[src/rtl/stream_to_axi_b.sv]
// stream_to_axi_b: buffers packed AXI write-response words arriving on a
// valid/ready stream and presents them in order on an AXI B channel.
// Each stream word carries {buser, bresp, bid} in its low bits; any upper
// bits are ignored.
// Optional feature: define STREAM_TO_AXI_B_ERR_CNT_EN to count SLVERR/DECERR
// responses on err_count (saturating). Without it, err_count is tied to zero.
module stream_to_axi_b #(
  parameter int DATA_WIDTH = 128,
  parameter int ID_WIDTH   = 32,
  parameter int USER_WIDTH = 64,
  parameter int FIFO_DEPTH = 4
) (
  input  logic                  clk,
  input  logic                  reset,
  input  logic                  s_valid,
  output logic                  s_ready,
  input  logic [DATA_WIDTH-1:0] s_data,
  output logic                  in_progress,
  output logic [ID_WIDTH-1:0]   AXIM_bid,
  output logic [1:0]            AXIM_bresp,
  output logic [USER_WIDTH-1:0] AXIM_buser,
  output logic                  AXIM_bvalid,
  input  logic                  AXIM_bready,
  output logic [15:0]           err_count
);

  localparam int PTR_W = $clog2(FIFO_DEPTH);
  localparam int ENT_W = ID_WIDTH + 2 + USER_WIDTH;
  localparam logic [PTR_W:0] DEPTH_C = (PTR_W + 1)'(FIFO_DEPTH);

  logic [ENT_W-1:0] mem_q [FIFO_DEPTH];
  logic [PTR_W-1:0] wr_ptr_q, wr_ptr_d;
  logic [PTR_W-1:0] rd_ptr_q, rd_ptr_d;
  logic [PTR_W:0]   count_q, count_d;
  logic [ENT_W-1:0] head;
  logic             push;
  logic             pop;

  // Flow control depends only on registered occupancy, so s_ready never
  // sees a combinational path from AXIM_bready.
  assign s_ready     = (count_q < DEPTH_C);
  assign AXIM_bvalid = (count_q != '0);
  assign in_progress = (count_q != '0);
  assign push        = s_valid && s_ready;
  assign pop         = AXIM_bvalid && AXIM_bready;

  assign head       = mem_q[rd_ptr_q];
  assign AXIM_bid   = head[ID_WIDTH-1:0];
  assign AXIM_bresp = head[ID_WIDTH+1:ID_WIDTH];
  assign AXIM_buser = head[ENT_W-1:ID_WIDTH+2];

  // Upper stream bits beyond the packed response carry no meaning here.
  if (DATA_WIDTH > ENT_W) begin : gen_unused_upper
    logic unused_upper;
    assign unused_upper = ^s_data[DATA_WIDTH-1:ENT_W];
  end

  // Next-state pointers and occupancy; pointers wrap naturally because the
  // depth is a power of two.
  always_comb begin
    wr_ptr_d = wr_ptr_q;
    rd_ptr_d = rd_ptr_q;
    count_d  = count_q;
    if (push) wr_ptr_d = wr_ptr_q + 1'b1;
    if (pop)  rd_ptr_d = rd_ptr_q + 1'b1;
    case ({push, pop})
      2'b10:   count_d = count_q + 1'b1;
      2'b01:   count_d = count_q - 1'b1;
      default: count_d = count_q;
    endcase
  end

  // Pointer and occupancy registers; reset discards every buffered entry
  // and overrides any handshake in the same cycle.
  always_ff @(posedge clk) begin
    if (reset) begin
      wr_ptr_q <= '0;
      rd_ptr_q <= '0;
      count_q  <= '0;
    end else begin
      wr_ptr_q <= wr_ptr_d;
      rd_ptr_q <= rd_ptr_d;
      count_q  <= count_d;
    end
  end

  // Entry storage; contents need no reset since occupancy gates their use.
  always_ff @(posedge clk) begin
    if (push && !reset) begin
      mem_q[wr_ptr_q] <= s_data[ENT_W-1:0];
    end
  end

`ifdef STREAM_TO_AXI_B_ERR_CNT_EN
  logic [15:0] err_cnt_q, err_cnt_d;

  // Count popped SLVERR/DECERR responses, holding at the maximum value.
  always_comb begin
    err_cnt_d = err_cnt_q;
    if (pop && AXIM_bresp[1] && (err_cnt_q != 16'hFFFF)) begin
      err_cnt_d = err_cnt_q + 16'd1;
    end
  end

  // Error counter register, cleared with the rest of the buffer state.
  always_ff @(posedge clk) begin
    if (reset) begin
      err_cnt_q <= '0;
    end else begin
      err_cnt_q <= err_cnt_d;
    end
  end

  assign err_count = err_cnt_q;
`else
  assign err_count = 16'd0;
`endif

endmodule

[config.mk]
export PLATFORM = sky130hd
export DESIGN_NAME = stream_to_axi_b
export DESIGN_NICKNAME = d
export VERILOG_FILES = /design/src/rtl/stream_to_axi_b.sv
export SDC_FILE = /design/constraint.sdc
export NUM_CORES = 1
export LEC_CHECK = 0
export ABC_AREA = 1
export BUFFER_PORTS_ARGS = -buffer_cell sky130_fd_sc_hd__buf_2
export CORE_ASPECT_RATIO = 1.1
export CORE_MARGIN = 2
export CORE_UTILIZATION = 55
export CTS_CLUSTER_DIAMETER = 100
export DETAILED_ROUTE_END_ITERATION = 8
export PLACE_DENSITY = 0.74
export SLEW_MARGIN = 20
export SYNTH_ARGS = -nofsm -noshare
export SYNTH_HDL_FRONTEND = slang
export SYNTH_SLANG_ARGS = --single-unit
[constraint.sdc]
create_clock -name clk -period 7.2 [get_ports clk]
set_input_delay 1.08 -clock clk [delete_from_list [all_inputs] [get_ports clk]]
set_output_delay 1.08 -clock clk [all_outputs]
set_load 0.01 [all_outputs]
# [After elaboration in Yosys (flattened, before gate mapping)]
# Memories as Yosys holds them, arrays and structs flattened. A register that Yosys moved wholly into a read port is not among the register bits.
# Cells that the tools add are included.
[totals] register_bits=7 n_memories=1 output_inout_bits=117 ramBits=392 word_cells=22 inputBits=132
[mem_list] memory="mem_q" words=4 word_bits=98 read_ports=1 rd_clocked_by_memory_dff=1 write_ports=1 line="31" rtl="logic [ENT_W-1:0] mem_q [FIFO_DEPTH];"
[classes] muxes=5 reduce_logical=6 eq_ne=2 order_cmp=1 n_addsub=4
[op_table] op="case mux 3 bit (2 select lines)" n=1
[op_table] op="adder 2 x 1 -> 2 bit (second input constant)" n=2
[op_table] op="2-to-1 mux 2 bit" n=2
[op_table] op="adder 3 x 1 -> 3 bit (second input constant)" n=1
[op_table] op="logical AND 1 bit" n=3
[op_table] op="less-than comparator 3 bit (second input constant)" n=1
[op_table] op="nonzero test 3 bit" n=1
[op_table] op="subtractor 3 x 1 -> 3 bit (second input constant)" n=1
[op_table] op="equality test 2 x 1 -> 1 bit (second input constant)" n=1
[op_table] op="equality test 2 bit (second input constant)" n=1
[op_table] op="2-to-1 mux 1 bit" n=2
[op_table] op="nonzero test 2 bit" n=1
[op_table] op="logical NOT 1 bit" n=1

# [Depth between registers and ports, before layout]
[depth] word_depth=5 depth_mapped=13 depth_no_buf=13

# [Worst setup path after synthesis]
# OpenSTA, ideal clock, no wires.
[synth_path] path_kind="input-to-reg" from="input reset" to="memory mem_q[0][0] in the netlist's numbering, enable pin" stages=3 path_buffers=0 setup_ns=0.556 arrival_time_ns=5.433 path_slack_ns=1.211 path_cell_list="inv_1 -> nand3_1 -> nor2_1"
[synth_via] elab_chain_len=4
[synth_lines] item="from (decl)" line="14" rtl="input logic reset,"
[synth_lines] item="logical NOT 1 bit" line="89" rtl="if (push && !reset) begin"
[synth_lines] item="logical AND 1 bit" line="89"
[synth_lines] item="2-to-1 mux 1 bit" line="89"
[synth_lines] item="2-to-1 mux 1 bit (implied by the code)" line="90" rtl="mem_q[wr_ptr_q] <= s_data[ENT_W-1:0];"
[synth_lines] item="to (decl)" line="31"
# Every way passes these cells.

==> results by group <==
Timing
  – Relative slew slack: 28.0%
  – Minimum clock period: 4380 ps
  – Setup TNS Final: 0 ps
  – Fin. Hold Viols: 0
  – Slew Viols, Final: 0
  – Fin crit share: 60.8%
  – FMAX: 228 MHz
  – Worst hold slack: 472 ps
  – Clk_skew: 13.2 ps
  – RSZ-0062 raised after global routing: false
  – Final setup vio count: 0
  – Measured slew at the worst slew-check pin: 1080 ps

Cells and area
  – Area delta synth->final: 15.9%
  – Share of post-route cells with drive strength above 1: 22.1%
  – FILL cells: 1,926
  – Commonest non-fill, non-tap cell in the layout: edfxtp_1
  – NumNets Final: 1,360
  – Most frequent cells in the layout: edfxtp_1, nor2_1, buf_2, o21ai_0, o22ai_1

Synth
  – #FFs+latches synth: 401
  – Post-synth EDFFs: 392
  – Cell Area, Synth: 0.0151 mm²
  – Yosys warnings: 0
  – Most common flop cell mapped by yosys: edfxtp_1
  – Asr flop ratio synth: 0%
  – Mean Syn Cell Area: 14.6 µm²
  – Synth Instances: 1,032
  – Synth unique cells: 21
  – Sequential area share after synthesis: 79.1%

Clock network
  – Post-CTS Setup Inserts: 0
  – Post-CTS Hold Fix Bufs: 0
  – Worst-path clk slew: 60 ps
  – Clk root buf: clkbuf_16
  – Clk sinks: 401
  – Clk_lat worst skew: 510 ps
  – Worst-case clock buffer depth: 3
  – TritonCTS clock tree: done
  – Post-CTS sizing: 0
  – CTS H-tree depth: 2
  – CTS Buf Count: 40

Worst setup path
  – CP endpoint kind: primary output
  – Crit-path max FO: 72
  – WS Path Type: flop to primary output
  – Worst reg2reg setup slack: 4570 ps
  – Worst setup SP type: flop
  – Worst Path Arrival: 3300 ps
  – R2R Path Start: count_q[2]
  – Reg2Reg Depth: 4
  – CP Data Required Time: 6120 ps
  – Reg-to-Reg End: mem_q[0][19]

Floorplanning
  – I/O pins: 249
  – Core Area: 0.0270 mm²
  – Initial core utilization: 56.1%
  – Row count: 63
  – Die height: 178 µm
  – Die area: 0.0288 mm²
  – Die Span X: 162 µm

Power and ir drop
  – Cell area power density: 344 mW/mm²
  – Final Power: 0.00603 W
  – VDD IR-drop max: 227 µV
  – Leak: 6.12 nW

Job
  – Max-Cap Viols: 0

Min path
  – Worst Hold Path EP: count_q[0]
  – Hold Path Depth: 1
  – Min-delay src: count_q[0]
  – Hold Path Class: flop to flop

Status
  – Status: completed

GRT
  – Initial antenna violation count: 8
  – Global-route wire length before repair: 45,800 µm
  – Gr ovfl total: 0
  – Number of global-route vias before repair: 8,637
  – GR Util All Layers: 20.6%
  – Pin count of the biggest net entering global routing: 116

Route
  – Vias: 8,965
  – Initial drt markers: 691
  – Drt pass-1 iters: 5
  – Final WL: 30,300 µm
  – Detail Route Antenna Nets: 0
  – Number of remaining DRC errors: 0
  – Avg WL per Cell: 18.9 µm
  – Vias per cell: 5.58

Place
  – Detail Placement HPWL: 16,000 µm
  – Port Buffers: 202
  – RePlAce Congestion: 0.761
per-layer routing:
metal	share of wire (%)	global-route usage [%]	vias to the layer above
met5	0.11	0	-
met1	40	26.0	4344
met4	2.4	6.90	6
li1	-	-	4203
met3	8.2	5.73	66
met2	49	34.6	346
cell usage after synthesis (2+ instances only):
library cell,count,area [µm²]
ha_1,5,62.6
buf_2,7,35.0
o21ai_1,47,235
clkbuf_1,34,128
nand3_1,4,20.0
inv_1,16,60.1
nand2_1,12,45.0
nor2_1,206,773
dfxtp_1,9,180
clkbuf_2,2,10.0
o22ai_1,98,613
edfxtp_1,392,11800
buf_6,15,169
buf_4,22,165
o21ai_0,153,766
a21oi_1,5,25.0
registers in the layout (all words and copies together), names as in the netlist, named ones only:
| register | count |
|---|---|
| mem_q | 392 |
| rd_ptr_q | 2 |
| count_q | 3 |
| wr_ptr_q | 2 |
critical path: stages, from the launching register on:
cell     delay, ps
dfxtp_4        780
buf_4          650
buf_4          680
o21ai_0        220
o22ai_1        230
buf_2          170
worst max-delay path by stage:
| stage | start | endpoint | slack (ps) | cells past startpoint |
|---|---|---|---|---|
| CTS | flop | AXIM_bid[17] | 2790 | 5 |
| floorplan | reset | mem_q[0][0] | 1210 | 3 |
| global route | flop | AXIM_bid[17] | 2510 | 5 |
| finish | flop | AXIM_bid[3] | 2820 | 5 |
| detailed placement | flop | AXIM_bid[17] | 3340 | 5 |
| global placement | flop | AXIM_bid[17] | 3400 | 5 |
area by class of cell:
class	count	area, µm²	area share (%)
Inverter	18	73.8	0.421
Multi-Input combinational cell	547	2650	15.1
Antenna cell	4	10.0	0.0571
Clock buffer	49	1060	6.03
Timing Repair Buffer	214	1110	6.36
Tap cell	357	447	2.55
Sequential cell	401	12000	68.3
Clock inverter	18	211	1.21
per-stage QoR:
step	cells	setup WS, ps	util (%)	cell area, µm²
6_report	1608	2820	65.0	17500
5_1_grt	1608	2510	65.0	17500
4_1_cts	1604	2790	65.0	17500
3_5_place_dp	1537	3340	60.3	16200
3_3_place_gp	1537	3400	60.3	16200
2_1_floorplan	1047	1210	-	15200
kinds of logic (layout without fill, tap and decap cells):
kind of cell	count (synthesis)	count (layout)	share of synthesized area, %
flops	401	401	79.1
compound gates	303	303	10.8
simple gates	222	222	5.55
buf+inv	99	299	3.97
fa+ha+maj	6	6	0.546
other cells	1	20	0.0248
power breakdown:
part | switching (W) | total (W) | internal (W) | leakage (nW)
clock | 0.000805 | 0.00202 | 0.00121 | 0.621
sequential | 0.0000799 | 0.00280 | 0.00272 | 3.63
combinational | 0.000810 | 0.00121 | 0.000398 | 1.87
total | 0.00169 | 0.00603 | 0.00433 | 6.12
No activity file was read; power rests on OpenSTA's default activity.
